==> src/rtl/add_responder_if.sv <==
// Operand/result handshake bundle between an operand driver and the adder responder.
interface add_responder_if #(
    parameter int WIDTH = 4
);
    logic             in_valid;
    logic             in_ready;
    logic [WIDTH-1:0] a;
    logic [WIDTH-1:0] b;
    logic             out_valid;
    logic             out_ready;
    logic [WIDTH:0]   y;
    logic [15:0]      done_cnt;

    modport master (
        output in_valid, a, b, out_ready,
        input  in_ready, out_valid, y, done_cnt
    );

    modport slave (
        input  in_valid, a, b, out_ready,
        output in_ready, out_valid, y, done_cnt
    );
endinterface

==> src/rtl/add_responder.sv <==
// Accepts a/b pairs, stores a+b (with carry) in an in-order result FIFO,
// and returns results over a second valid/ready handshake while counting deliveries.
module add_responder #(
    parameter int WIDTH = 4,
    parameter int DEPTH = 4
) (
    input logic            clk,
    input logic            rst_n,
    add_responder_if.slave bus
);
    localparam int PW = (DEPTH > 1) ? $clog2(DEPTH) : 1;
    localparam logic [PW:0]   OCC_FULL = (PW + 1)'(DEPTH);
    localparam logic [PW:0]   OCC_ONE  = (PW + 1)'(1);
    localparam logic [PW-1:0] PTR_ONE  = PW'(1);

    typedef enum logic [1:0] {
        EMPTY,
        PARTIAL,
        FULL
    } occ_state_t;

    occ_state_t     state;
    occ_state_t     state_next;
    logic [PW:0]    occ;
    logic [PW:0]    occ_next;
    logic [PW-1:0]  wr_ptr;
    logic [PW-1:0]  rd_ptr;
    logic [WIDTH:0] mem [DEPTH];
    logic [15:0]    done_q;
    logic           started;
    logic           push;
    logic           pop;

    // started holds in_ready low until the first edge after reset release.
    assign bus.in_ready  = started && (state != FULL);
    assign bus.out_valid = (state != EMPTY);
    assign push          = bus.in_valid & bus.in_ready;
    assign pop           = bus.out_valid & bus.out_ready;
    assign bus.y         = bus.out_valid ? mem[rd_ptr] : '0;
    assign bus.done_cnt  = done_q;

    always_ff @(posedge clk or negedge rst_n) begin
        if (!rst_n) begin
            state   <= EMPTY;
            occ     <= '0;
            started <= 1'b0;
        end else begin
            state   <= state_next;
            occ     <= occ_next;
            started <= 1'b1;
        end
    end

    always_comb begin
        occ_next   = occ;
        state_next = state;
        case ({push, pop})
            2'b10:   occ_next = occ + OCC_ONE;
            2'b01:   occ_next = occ - OCC_ONE;
            default: occ_next = occ;
        endcase
        if (occ_next == '0) begin
            state_next = EMPTY;
        end else if (occ_next == OCC_FULL) begin
            state_next = FULL;
        end else begin
            state_next = PARTIAL;
        end
    end

    always_ff @(posedge clk or negedge rst_n) begin
        if (!rst_n) begin
            wr_ptr <= '0;
            rd_ptr <= '0;
            done_q <= '0;
        end else begin
            if (push) begin
                wr_ptr <= wr_ptr + PTR_ONE;
            end
            if (pop) begin
                rd_ptr <= rd_ptr + PTR_ONE;
                done_q <= done_q + 16'd1;
            end
        end
    end

    // Storage needs no reset: y is masked to zero whenever the FIFO is empty.
    always_ff @(posedge clk) begin
        if (push) begin
            mem[wr_ptr] <= {1'b0, bus.a} + {1'b0, bus.b};
        end
    end
endmodule
==> src/flat_wrapper.sv <==
// flat-port wrapper written by rule: the top's interface ports become plain ports
module add_responder_flat 
#(
    parameter int WIDTH = 4,
    parameter int DEPTH = 4
)
  (clk, rst_n, bus_in_valid, bus_a, bus_b, bus_out_ready, bus_in_ready, bus_out_valid, bus_y, bus_done_cnt);
  add_responder_if #(.WIDTH(WIDTH)) bus_i ();
  input logic clk;
  input logic rst_n;
  input wire logic [$bits(bus_i.in_valid)-1:0] bus_in_valid;
  input wire logic [$bits(bus_i.a)-1:0] bus_a;
  input wire logic [$bits(bus_i.b)-1:0] bus_b;
  input wire logic [$bits(bus_i.out_ready)-1:0] bus_out_ready;
  output wire logic [$bits(bus_i.in_ready)-1:0] bus_in_ready;
  output wire logic [$bits(bus_i.out_valid)-1:0] bus_out_valid;
  output wire logic [$bits(bus_i.y)-1:0] bus_y;
  output wire logic [$bits(bus_i.done_cnt)-1:0] bus_done_cnt;
  assign bus_i.in_valid = bus_in_valid;
  assign bus_i.a = bus_a;
  assign bus_i.b = bus_b;
  assign bus_i.out_ready = bus_out_ready;
  assign bus_in_ready = bus_i.in_ready;
  assign bus_out_valid = bus_i.out_valid;
  assign bus_y = bus_i.y;
  assign bus_done_cnt = bus_i.done_cnt;
  add_responder #(.WIDTH(WIDTH), .DEPTH(DEPTH)) u_core (.clk(clk), .rst_n(rst_n), .bus(bus_i));
endmodule
==> config.mk <==
export PLATFORM = sky130hd
export DESIGN_NAME = add_responder_flat
export DESIGN_NICKNAME = d
export VERILOG_FILES = /design/src/rtl/add_responder_if.sv /design/src/rtl/add_responder.sv /design/src/flat_wrapper.sv
export SDC_FILE = /design/constraint.sdc
export NUM_CORES = 1
export LEC_CHECK = 0
export ABC_AREA = 1
export CAP_MARGIN = 0
export CORE_UTILIZATION = 53
export CTS_CLUSTER_SIZE = 14
export DETAILED_ROUTE_END_ITERATION = 6
export GPL_TIMING_DRIVEN = 0
export PLACE_DENSITY = 0.78
export SLEW_MARGIN = 20
export SYNTH_ARGS = -nofsm -noshare
export SYNTH_HDL_FRONTEND = slang
export SYNTH_SLANG_ARGS = --single-unit
==> constraint.sdc <==
create_clock -name clk -period 2.1 [get_ports clk]
set_input_delay 0.63 -clock clk [delete_from_list [all_inputs] [get_ports clk]]
set_output_delay 0.63 -clock clk [all_outputs]
set_load 0.01 [all_outputs]
==> parameters.txt <==
Parameter                              Value

Die
  Placeable Area ... 4060 sq um
  Initial Utilization ... 0.559
  Number of rows created at floorplan ... 23
  Ports placed on the boundary ... 35
  Die Footprint ... between 4000 and 5000 sq um
  Overall die width ... 67.4 microns
  Vert. Die Dim ... about 67 microns

STA
  Slew at the pin with the worst max-slew slack ... between 500 and 600 ps
  Max_slew headroom ... 0.607
  Endpoints failing hold ... 0
  Minimum clock period ... 2090 ps
  Unrepaired setup endpoints after global routing ... true
  Setup Viol. Count Final ... 0
  Number of max-slew violations in the final report ... 0
  Hold_ws ... 322 ps
  Upper clock frequency limit ... 479 MHz
  Setup Skew ... 11.3 ps
  Accumulated negative setup slack ... 0 ps
  Crit share post-route ... 0.994

Place
  Half-perimeter wire length after detailed placement ... about 3 mm
  Port Buffer Count ... 34
  Routability congestion estimate ... around 0.84
  DP Cell Count ... around 320

Final layout
  Number of nets in the layout ... 306
  Layout cells sized above 1 ... 0.166
  Commonest non-fill, non-tap cell in the layout ... sky130_fd_sc_hd__nand2_1
  Number of diodes added for antenna fixing ... 0
  Commonest cells after routing, fill and taps aside ... sky130_fd_sc_hd__nand2_1, sky130_fd_sc_hd__nor2_1, sky130_fd_sc_hd__inv_1
  Relative area change from synthesis to final layout ... 27.0%
  Filler cell count ... 308
  Post-Layout Cell Count ... roughly 330

GRT
  Number of global-route vias before repair ... 1550
  Overall Global Routing Usage ... 0.205
  Maximum number of pins on one net before global-route repair ... 27
  Global-route wire length before repair ... just under 7 mm
  Initial antenna violation count ... 0
  Remaining Overflow, GRT ... 0

Pwr
  Total power per unit cell area ... 1150 nW/um^2
  Worst vdd ir ... just over 0.0008 V
  Leakage ... approximately 1.3 nW

Critical path
  Arrival time worst endpoint ... between 1000 and 1500 ps
  Path type of the worst setup path ... reg -> out
  Master of the slowest instance on the critical path ... sky130_fd_sc_hd__dfrtp_2
  Flop-to-flop setup slack ... about 270 ps
  Worst R2R Start ... u_core.state[0]
  Maximum fanout along the worst path ... 4
  Length in cells of the worst reg-to-reg path ... 8
  Worst Setup End Kind ... output pin
  R2R Path End ... u_core.state[1]
  Cells along the critical path ... buf_6, buf_6, nor2_1, o21ai_1, a21oi_1, buf_2
  Data required time of the worst path ... roughly 1500 ps
  Crit start category ... flip-flop
  Most prevalent standard cell on the critical path ... sky130_fd_sc_hd__buf_6
  Crit path largest cell delay ... 420 ps

Routing
  DRC violations left ... 0
  Drt pass-1 iters ... 4
  Routed Wire Length ... between 4 and 5 mm
  Detailed-route wire length per cell ... about 12 microns
  Antenna Nets Post-Route ... 0
  DRC marker count from the first detailed-route iteration ... around 130
  Post-detailed-route via-to-cell ratio ... ~4.9
  Routed via count ... between 1500 and 2000

Synth
  Flops & latches, synth ... 46
  Number of unique standard cell types used by synthesis ... 27
  Post-synthesis instance area ... around 2300 sq um
  Area share of the largest cell type after synthesis ... 0.287
  Number of instances in the synthesized netlist ... roughly 230
  Yosys warning count ... 0
  Top cell type by total area after synthesis ... sky130_fd_sc_hd__dfrtp_1
  Cells taking the most area after synthesis ... sky130_fd_sc_hd__dfrtp_1, sky130_fd_sc_hd__edfxtp_1, sky130_fd_sc_hd__nand2_1, sky130_fd_sc_hd__nor2_1, sky130_fd_sc_hd__ha_1
  Average cell area after synthesis ... between 9 and 10 sq um
  Mapped Nets ... 256
  Proportion of synthesized chip area in sequential cells ... 0.552

Clock network
  Maximum level of the CTS H-tree ... 2
  Clock latency on the worst-skew pair ... approximately 300 ps
  Hold bufs inserted after CTS ... 0
  Worst-path clk slew ... about 90 ps
  TritonCTS Buffers ... 5
  Root buffer cell ... sky130_fd_sc_hd__clkbuf_8
  Max clock buf depth ... 2
  Number of clock sinks seen by CTS ... between 40 and 50
  Clock tree from TritonCTS ... yes

Run
  Max-Cap Viols ... 0

Status
  Result of the run ... complete, no violations

Min path
  Class of the most critical hold timing path ... in -> async
per-stage QoR:
stage	utilization	total power (W)	area, sq um	setup WS [ps]
final	0.710	0.00330	2880	12.2
after floorplan	-	0.00204	2270	71.8
after detailed placement	0.657	0.00254	2670	-607
after CTS	0.694	0.00320	2820	2.19
after global routing	0.710	0.00353	2880	-10.9
after global placement	0.658	0.00249	2670	-598
sequential cells by signal, indices dropped and copies added (netlist names):
register and count:
u_core.wr_ptr 2, u_core.rd_ptr 2, u_core.occ 3, u_core.state 2, u_core.mem 20, u_core.started 1
u_core.bus.done_cnt 16
power breakdown:
| part | switching, W | internal, W |
|---|---|---|
| Combinational | 0.000707 | 0.000640 |
| Sequential | 0.000167 | 0.00115 |
| Clock | 0.000289 | 0.000350 |
cell families (layout without fill, tap and decap cells):
| group | count (synthesis) | in the layout | share of synthesized area |
|---|---|---|---|
| compound gates | 21 | 21 | 0.0474 |
| xor+xnor | 16 | 16 | 0.0618 |
| flops | 46 | 46 | 0.552 |
| buf+inv | 36 | 87 | 0.0601 |
| simple gates | 100 | 100 | 0.205 |
| fa+ha+maj | 12 | 12 | 0.0728 |
| other cells | 1 | 1 | 0.00165 |
cells in the mapped netlist:
cell type and count:
sky130_fd_sc_hd__a21boi_1 1, sky130_fd_sc_hd__a21oi_1 8, sky130_fd_sc_hd__buf_2 1, sky130_fd_sc_hd__conb_1 1
sky130_fd_sc_hd__dfrtp_1 26, sky130_fd_sc_hd__edfxtp_1 20, sky130_fd_sc_hd__fa_1 2, sky130_fd_sc_hd__ha_1 10
sky130_fd_sc_hd__inv_1 31, sky130_fd_sc_hd__inv_2 4, sky130_fd_sc_hd__nand2_1 40, sky130_fd_sc_hd__nand2_4 1
sky130_fd_sc_hd__nand3_1 8, sky130_fd_sc_hd__nand3_2 1, sky130_fd_sc_hd__nand3b_1 1, sky130_fd_sc_hd__nand4_1 5
sky130_fd_sc_hd__nor2_1 34, sky130_fd_sc_hd__nor2_2 2, sky130_fd_sc_hd__nor2_4 2, sky130_fd_sc_hd__nor2_8 1
sky130_fd_sc_hd__nor3_1 3, sky130_fd_sc_hd__nor3_2 1, sky130_fd_sc_hd__o21ai_0 6, sky130_fd_sc_hd__o21ai_1 6
sky130_fd_sc_hd__or2_1 1, sky130_fd_sc_hd__xnor2_1 4, sky130_fd_sc_hd__xor2_1 12
worst max-delay path, delay by kind of cell (launching register included):
| family | cells | cell delay [ps] |
|---|---|---|
| AND/OR/NAND/NOR | 1 | 90 |
| buffers and inverters | 3 | 400 |
| AO/OA/AOI/OAI | 2 | 250 |
| flip-flops | 1 | 420 |
layout make-up:
cell class	instances	area, sq um	area share
Sequential cell	46	1250	0.435
Multi-Input combinational cell	150	920	0.319
Timing Repair Buffer	43	390	0.136
Inverter	35	134	0.0465
Clock buffer	5	68.8	0.0239
Tap cell	50	62.6	0.0217
Clock inverter	3	40.0	0.0139
Buffer	1	11.3	0.00391
what timing repair did:
action	CTS	global route
gates resized for setup	31	16
pin swaps	3	8
setup endpoints to repair	14	8
buffers inserted	5	4
worst max path at each step:
stage                     start  cells after the start  slack, ps         endpoint
2_1_floorplan     bus_out_ready                      8         70  u_core.state[1]
3_3_place_gp      bus_out_ready                      9       -600  u_core.state[1]
3_5_place_dp      bus_out_ready                      9       -610  u_core.state[1]
4_1_cts        u_core.rd_ptr[1]                      6          2         bus_y[4]
5_1_grt        u_core.rd_ptr[0]                      7        -10         bus_y[0]
6_report       u_core.rd_ptr[1]                      6         10         bus_y[0]
per-layer routing:
metal	wire, microns	global-route usage
met5	0	0
met4	87	0.112
met3	149	0.0405
met2	1910	0.320
met1	1890	0.269
Note: power is estimated with default switching activity, not from simulation.
==> RTL edit 1, RTL diff (same flow settings) <==
`WIDTH` is set to 4 in 3 places; all go to 6.
--- a/src/rtl/add_responder_if.sv
+++ b/src/rtl/add_responder_if.sv
@@ -1,5 +1,5 @@
 // Operand/result handshake bundle between an operand driver and the adder responder.
 interface add_responder_if #(
-    parameter int WIDTH = 4
+    parameter int WIDTH = 6
 );
     logic             in_valid;
--- a/src/rtl/add_responder.sv
+++ b/src/rtl/add_responder.sv
@@ -2,5 +2,5 @@
 // and returns results over a second valid/ready handshake while counting deliveries.
 module add_responder #(
-    parameter int WIDTH = 4,
+    parameter int WIDTH = 6,
     parameter int DEPTH = 4
 ) (
--- a/src/flat_wrapper.sv
+++ b/src/flat_wrapper.sv
@@ -2,5 +2,5 @@
 module add_responder_flat 
 #(
-    parameter int WIDTH = 4,
+    parameter int WIDTH = 6,
     parameter int DEPTH = 4
 )
Ports: changed (resized bus_a, bus_b and bus_y); port bits go from 35 to 41. The function was not compared with the original's and may differ.
==> RTL edit 1 against the original RTL <==
Critical path depth unchanged; sequential share of layout area increased by 1.9 points; routed wire length up 22%; first-iteration DRC count fell by 19%; power rose by 12%; synthesized area increased by 14%; final area rose by 14%; setup slack worse by 57 ps; the run now ends with setup timing left; sequential cell count increased by 8; die area up 14%; largest power group unchanged; final cell count up 14%.
==> RTL edit 1: results (changes against the original RTL) <==
.. list-table::
   :header-rows: 1

   * - Metric
     - Value
   * - Run status
     - finished, violations left (was finished, final reports clean)
   * - Violations in the final reports
     - setup timing
   * - Flip-flop count of the largest register after layout
     - 28 (was 20)
   * - Net count after synthesis
     - 288 (was 256)
   * - Routability Congestion
     - 0.804 (was 0.838)
   * - Post-route clock skew
     - 8.05 ps (was 11.3 ps)
   * - FFs w/ async S/R, synth
     - 48.1% (was 56.5%)
   * - Buffers on Ports
     - 40 (was 34)
   * - CP max stage cell
     - sky130_fd_sc_hd__dfrtp_1 (was sky130_fd_sc_hd__dfrtp_2)
   * - Worst max-slew margin expressed relative to the limit
     - 53.3% (was 60.7%)
   * - Max VDD drop
     - 0.488 mV (was 0.825 mV)
   * - Most area-consuming cells after synthesis
     - sky130_fd_sc_hd__edfxtp_1 32%, sky130_fd_sc_hd__dfrtp_1 25%, sky130_fd_sc_hd__nor2_1 6.4% (was sky130_fd_sc_hd__dfrtp_1 29%, sky130_fd_sc_hd__edfxtp_1 26%, sky130_fd_sc_hd__nand2_1 6.6%)
   * - Filler cell count
     - 353 (was 308)
   * - Register area share after synthesis
     - 57.6% (was 55.2%)
   * - Peak fanout along the critical path
     - 8 (was 4)
   * - Post-layout worst setup margin
     - -44.9 ps (was 12.2 ps)
   * - Met1 track demand over resource in global routing
     - 25.9% (was 26.9%)
   * - Net switching share of the total power
     - 36.7% (was 35.2%)
   * - Met2 Usage GRT
     - 35.0% (was 32.0%)
   * - Post-Route WL
     - 4.93 mm (was 4.04 mm)
   * - CP delay by family, top
     - buffers and inverters (was flip-flops)
   * - Number of distinct library cell variants in the gate-level netlist after synthesis
     - 25 (was 27)
   * - Total vias in the final route
     - 1,875 (was 1,635)
   * - Largest incremental delay on the critical path
     - 400 ps (was 420 ps)
   * - Final setup violation count
     - 2 (was 0)
## RTL edit 1: power by group through the flow
stage / Clock (mW) / Sequential, mW / Combinational [mW]
after floorplan: 0 / 1.51 / 0.824
after global placement: 0 / 1.50 / 1.39
after detailed placement: 0 / 1.51 / 1.44
after CTS: 0.572 / 1.50 / 1.49
after global routing: 0.608 / 1.53 / 1.80
final: 0.559 / 1.51 / 1.63
## RTL edit 1: final cells by class
cell class / instances / area, um2 / area share [%]
multi-input combinational: 170 / 1020 / 31.1
clock buffer: 6 / 72.6 / 2.21
inverter: 30 / 118 / 3.58
tap: 67 / 83.8 / 2.55
buffer: 4 / 48.8 / 1.49
clock inverter: 2 / 13.8 / 0.419
sequential: 54 / 1490 / 45.5
timing repair buffer: 48 / 434 / 13.2
## RTL edit 1: metrics by stage
step                      cell area (um2)  cells  setup TNS, ps
after floorplan                      2590    258              0
after global placement               3080    365          -7570
after detailed placement             3070    365          -9210
after CTS                            3210    378          -17.7
after global routing                 3280    381           -561
final                                3280    381          -50.3
## RTL edit 1: cells by family (layout without fill, tap and decap cells)
group | after synthesis | after routing | synth area share [%]
AND/OR/NAND/NOR | 105 | 105 | 17.2
adder cells (fa/ha/maj) | 14 | 14 | 7.34
flip-flops | 54 | 54 | 57.6
XOR/XNOR | 19 | 19 | 6.42
buffers and inverters | 34 | 90 | 5.12
AO/OA/AOI/OAI | 31 | 31 | 6.18
other | 1 | 1 | 0.145
## RTL edit 1: how the worst min path moves through the flow
stage | startpoint | to | slack (ps) | depth (start not counted)
2_1_floorplan | rst_n | u_core.bus.done_cnt[0] | 330 | 0
3_3_place_gp | u_core.occ[0] | u_core.occ[0] | 470 | 1
3_5_place_dp | u_core.occ[0] | u_core.occ[0] | 490 | 1
4_1_cts | rst_n | u_core.bus.done_cnt[13] | 330 | 1
5_1_grt | rst_n | u_core.bus.done_cnt[13] | 350 | 1
6_report | rst_n | u_core.bus.done_cnt[13] | 310 | 1
## RTL edit 1: routing by layer
layer / vias to the layer above / share of wire, %
met5: - / 0
met4: 0 / 1.2
met3: 4 / 3.7
met2: 49 / 52
met1: 870 / 43
li1: 952 / -
## RTL edit 1: timing repair
item,CTS,global route
buffers inserted,5,1
gates cloned,0,2
pin swaps,6,7
resized for setup,51,21
setup endpoints to repair,16,14
==> RTL edit 2, RTL diff (same flow settings) <==
Made on the original files. Make the reset (`rst_n`) synchronous in 2 clocked blocks.
--- a/src/rtl/add_responder.sv
+++ b/src/rtl/add_responder.sv
@@ -40,5 +40,5 @@
     assign bus.done_cnt  = done_q;
 
-    always_ff @(posedge clk or negedge rst_n) begin
+    always_ff @(posedge clk) begin
         if (!rst_n) begin
             state   <= EMPTY;
@@ -69,5 +69,5 @@
     end
 
-    always_ff @(posedge clk or negedge rst_n) begin
+    always_ff @(posedge clk) begin
         if (!rst_n) begin
             wr_ptr <= '0;
Check against the original RTL: differs if rst_n is asserted again (counterexample within 4 cycles, from zero or initial values and one cycle with rst_n low); with rst_n held inactive, the same outputs for 10 cycles.
==> RTL edit 2 against the original RTL <==
Sequential cell count is 2 higher; global-route usage increased by 2.5 points; setup slack improved by 45 ps; fmax grew 2.2%; sequential share of layout area decreased by 1.8 points; synthesized area decreased by 0.72%; final area down 3.0%; routed wire length up 18%; via count grew 13%; critical endpoint is now bus_out_valid.
Power is not compared: it rests on default switching activity, and its combinational part moved more than twofold at a synthesized area within 25%.
==> RTL edit 2: results (changes against the original RTL) <==
.. list-table::
   :header-rows: 1

   * - Metric
     - Value
   * - Hold WC Path Type
     - flip-flop to flip-flop (was input port to asynchronous set/reset pin)
   * - Post-synthesis instance total
     - 269 (was 232)
   * - Nets
     - 336 (was 306)
   * - Worst Reg-to-Reg Cells
     - 10 (was 8)
   * - Most frequent cells after synthesis
     - 52 x sky130_fd_sc_hd__nor2_1, 40 x sky130_fd_sc_hd__inv_1, 40 x sky130_fd_sc_hd__nand2_1 (was 40 x sky130_fd_sc_hd__nand2_1, 34 x sky130_fd_sc_hd__nor2_1, 31 x sky130_fd_sc_hd__inv_1)
   * - Via density
     - 5.07 (was 4.91)
   * - Termination of the worst setup path
     - bus_out_valid (was bus_y[0])
   * - Fraction of layout instances using a drive strength above 1
     - 10.2% (was 16.6%)
   * - Signal arrival time at the worst endpoint
     - 1410 ps (was 1460 ps)
   * - Post-Synth XOR/XNOR Area
     - 1.94% (was 6.18%)
   * - Post-route clock skew
     - 4.98 ps (was 11.3 ps)
   * - Reg2Reg Launch Point
     - u_core.state[1] (was u_core.state[0])
   * - Number of instances in the placed design
     - 353 (was 316)
   * - Violation count after the first detailed-route iteration
     - 93 (was 131)
   * - Via count of the first global-routing pass
     - 1,647 (was 1,550)
   * - HP Start
     - u_core.bus.done_cnt[5]
   * - Critical Path Start
     - u_core.state[1] (was u_core.rd_ptr[1])
   * - Reg2Reg Capture Point
     - u_core.state[1] (unchanged)
   * - Placed instance area
     - 2660 um2 (was 2670 um2)
   * - Most area-consuming cells after synthesis
     - sky130_fd_sc_hd__edfxtp_1 27%, sky130_fd_sc_hd__dfxtp_1 25%, sky130_fd_sc_hd__nor2_1 8.7% (was sky130_fd_sc_hd__dfrtp_1 29%, sky130_fd_sc_hd__edfxtp_1 26%, sky130_fd_sc_hd__nand2_1 6.6%)
   * - Post-Route WL
     - 4.75 mm (was 4.04 mm)
   * - Final instance count without filler cells
     - 363 (was 333)
   * - Top FF cell, synth
     - sky130_fd_sc_hd__dfxtp_1 (was sky130_fd_sc_hd__dfrtp_1)
   * - Routability Congestion
     - 0.783 (was 0.838)
   * - GR Util All Layers
     - 23.0% (was 20.5%)
   * - Worst max-slew margin expressed relative to the limit
     - 63.2% (was 60.7%)
   * - Wire length of the first global-routing pass
     - 7.55 mm (was 6.76 mm)
   * - Synth Area in Compound Gates
     - 10.3% (was 4.74%)
   * - Count of flip-flops with a built-in enable after synthesis
     - 20 (unchanged)
   * - Share of synthesized cell area in full adder, half adder and majority cells
     - 7.33% (was 7.28%)
   * - Worst-case register-to-register setup slack
     - 130 ps (was 270 ps)
   * - Run status
     - finished, final reports clean (unchanged)
   * - Number of distinct library cell variants in the gate-level netlist after synthesis
     - 21 (was 27)
   * - Half-perimeter wire length after placement
     - 3.33 mm (was 2.98 mm)
   * - Post-layout worst setup margin
     - 56.8 ps (was 12.2 ps)
   * - FFs w/ async S/R, synth
     - 0% (was 56.5%)
   * - Register area share after synthesis
     - 51.6% (was 55.2%)
-- RTL edit 2: cell types whose count changed in the layout (fill, tap and decap cells not counted), sizes merged, moves of 4 or more --
cell / unedited run / this run
inv: 35 / 40
dfrtp: 26 / 0
nor3: 4 / 0
buf: 16 / 8
nor2: 39 / 57
dfxtp: 0 / 28
a21oi: 8 / 22
o21ai: 12 / 22
clkbuf: 5 / 9
xor2: 12 / 3
-- RTL edit 2: kinds of logic after synthesis --
family,Yosys count
adder cells (fa/ha/maj),12
AND/OR/NAND/NOR,114
flip-flops,48
AO/OA/AOI/OAI,45
XOR/XNOR,5
buffers and inverters,45
-- RTL edit 2: final cells by class --
cell class,instances,area [um2]
Tap cell,50,62.6
Fill cell,336,1230
Multi-Input combinational cell,176,931
Inverter,40,154
Clock inverter,3,46.3
Timing Repair Buffer,36,328
Sequential cell,48,1170
Clock buffer,5,68.8
Buffer,5,38.8
-- RTL edit 2: routing by layer --
| layer | up-vias | global-route usage (%) | wire length (um) |
|---|---|---|---|
| li1 | 948 | - | - |
| met2 | 46 | 37.0 | 2310 |
| met3 | 8 | 3.89 | 222 |
| met1 | 838 | 30.9 | 2160 |
| met4 | 0 | 9.04 | 67 |
| met5 | - | 0 | 0 |
-- RTL edit 2: repair_timing --
item / CTS / global route
pin swaps: 2 / 3
gates resized for setup: 20 / 15
setup buffers: 1 / 1
endpoints found under the setup margin: 9 / 12
-- RTL edit 2: worst max-delay path, stage by stage, from the launching register on --
cell,delay (ps)
sky130_fd_sc_hd__dfxtp_1,420
sky130_fd_sc_hd__inv_1,60
sky130_fd_sc_hd__nand2_1,90
sky130_fd_sc_hd__clkdlybuf4s50_1,540
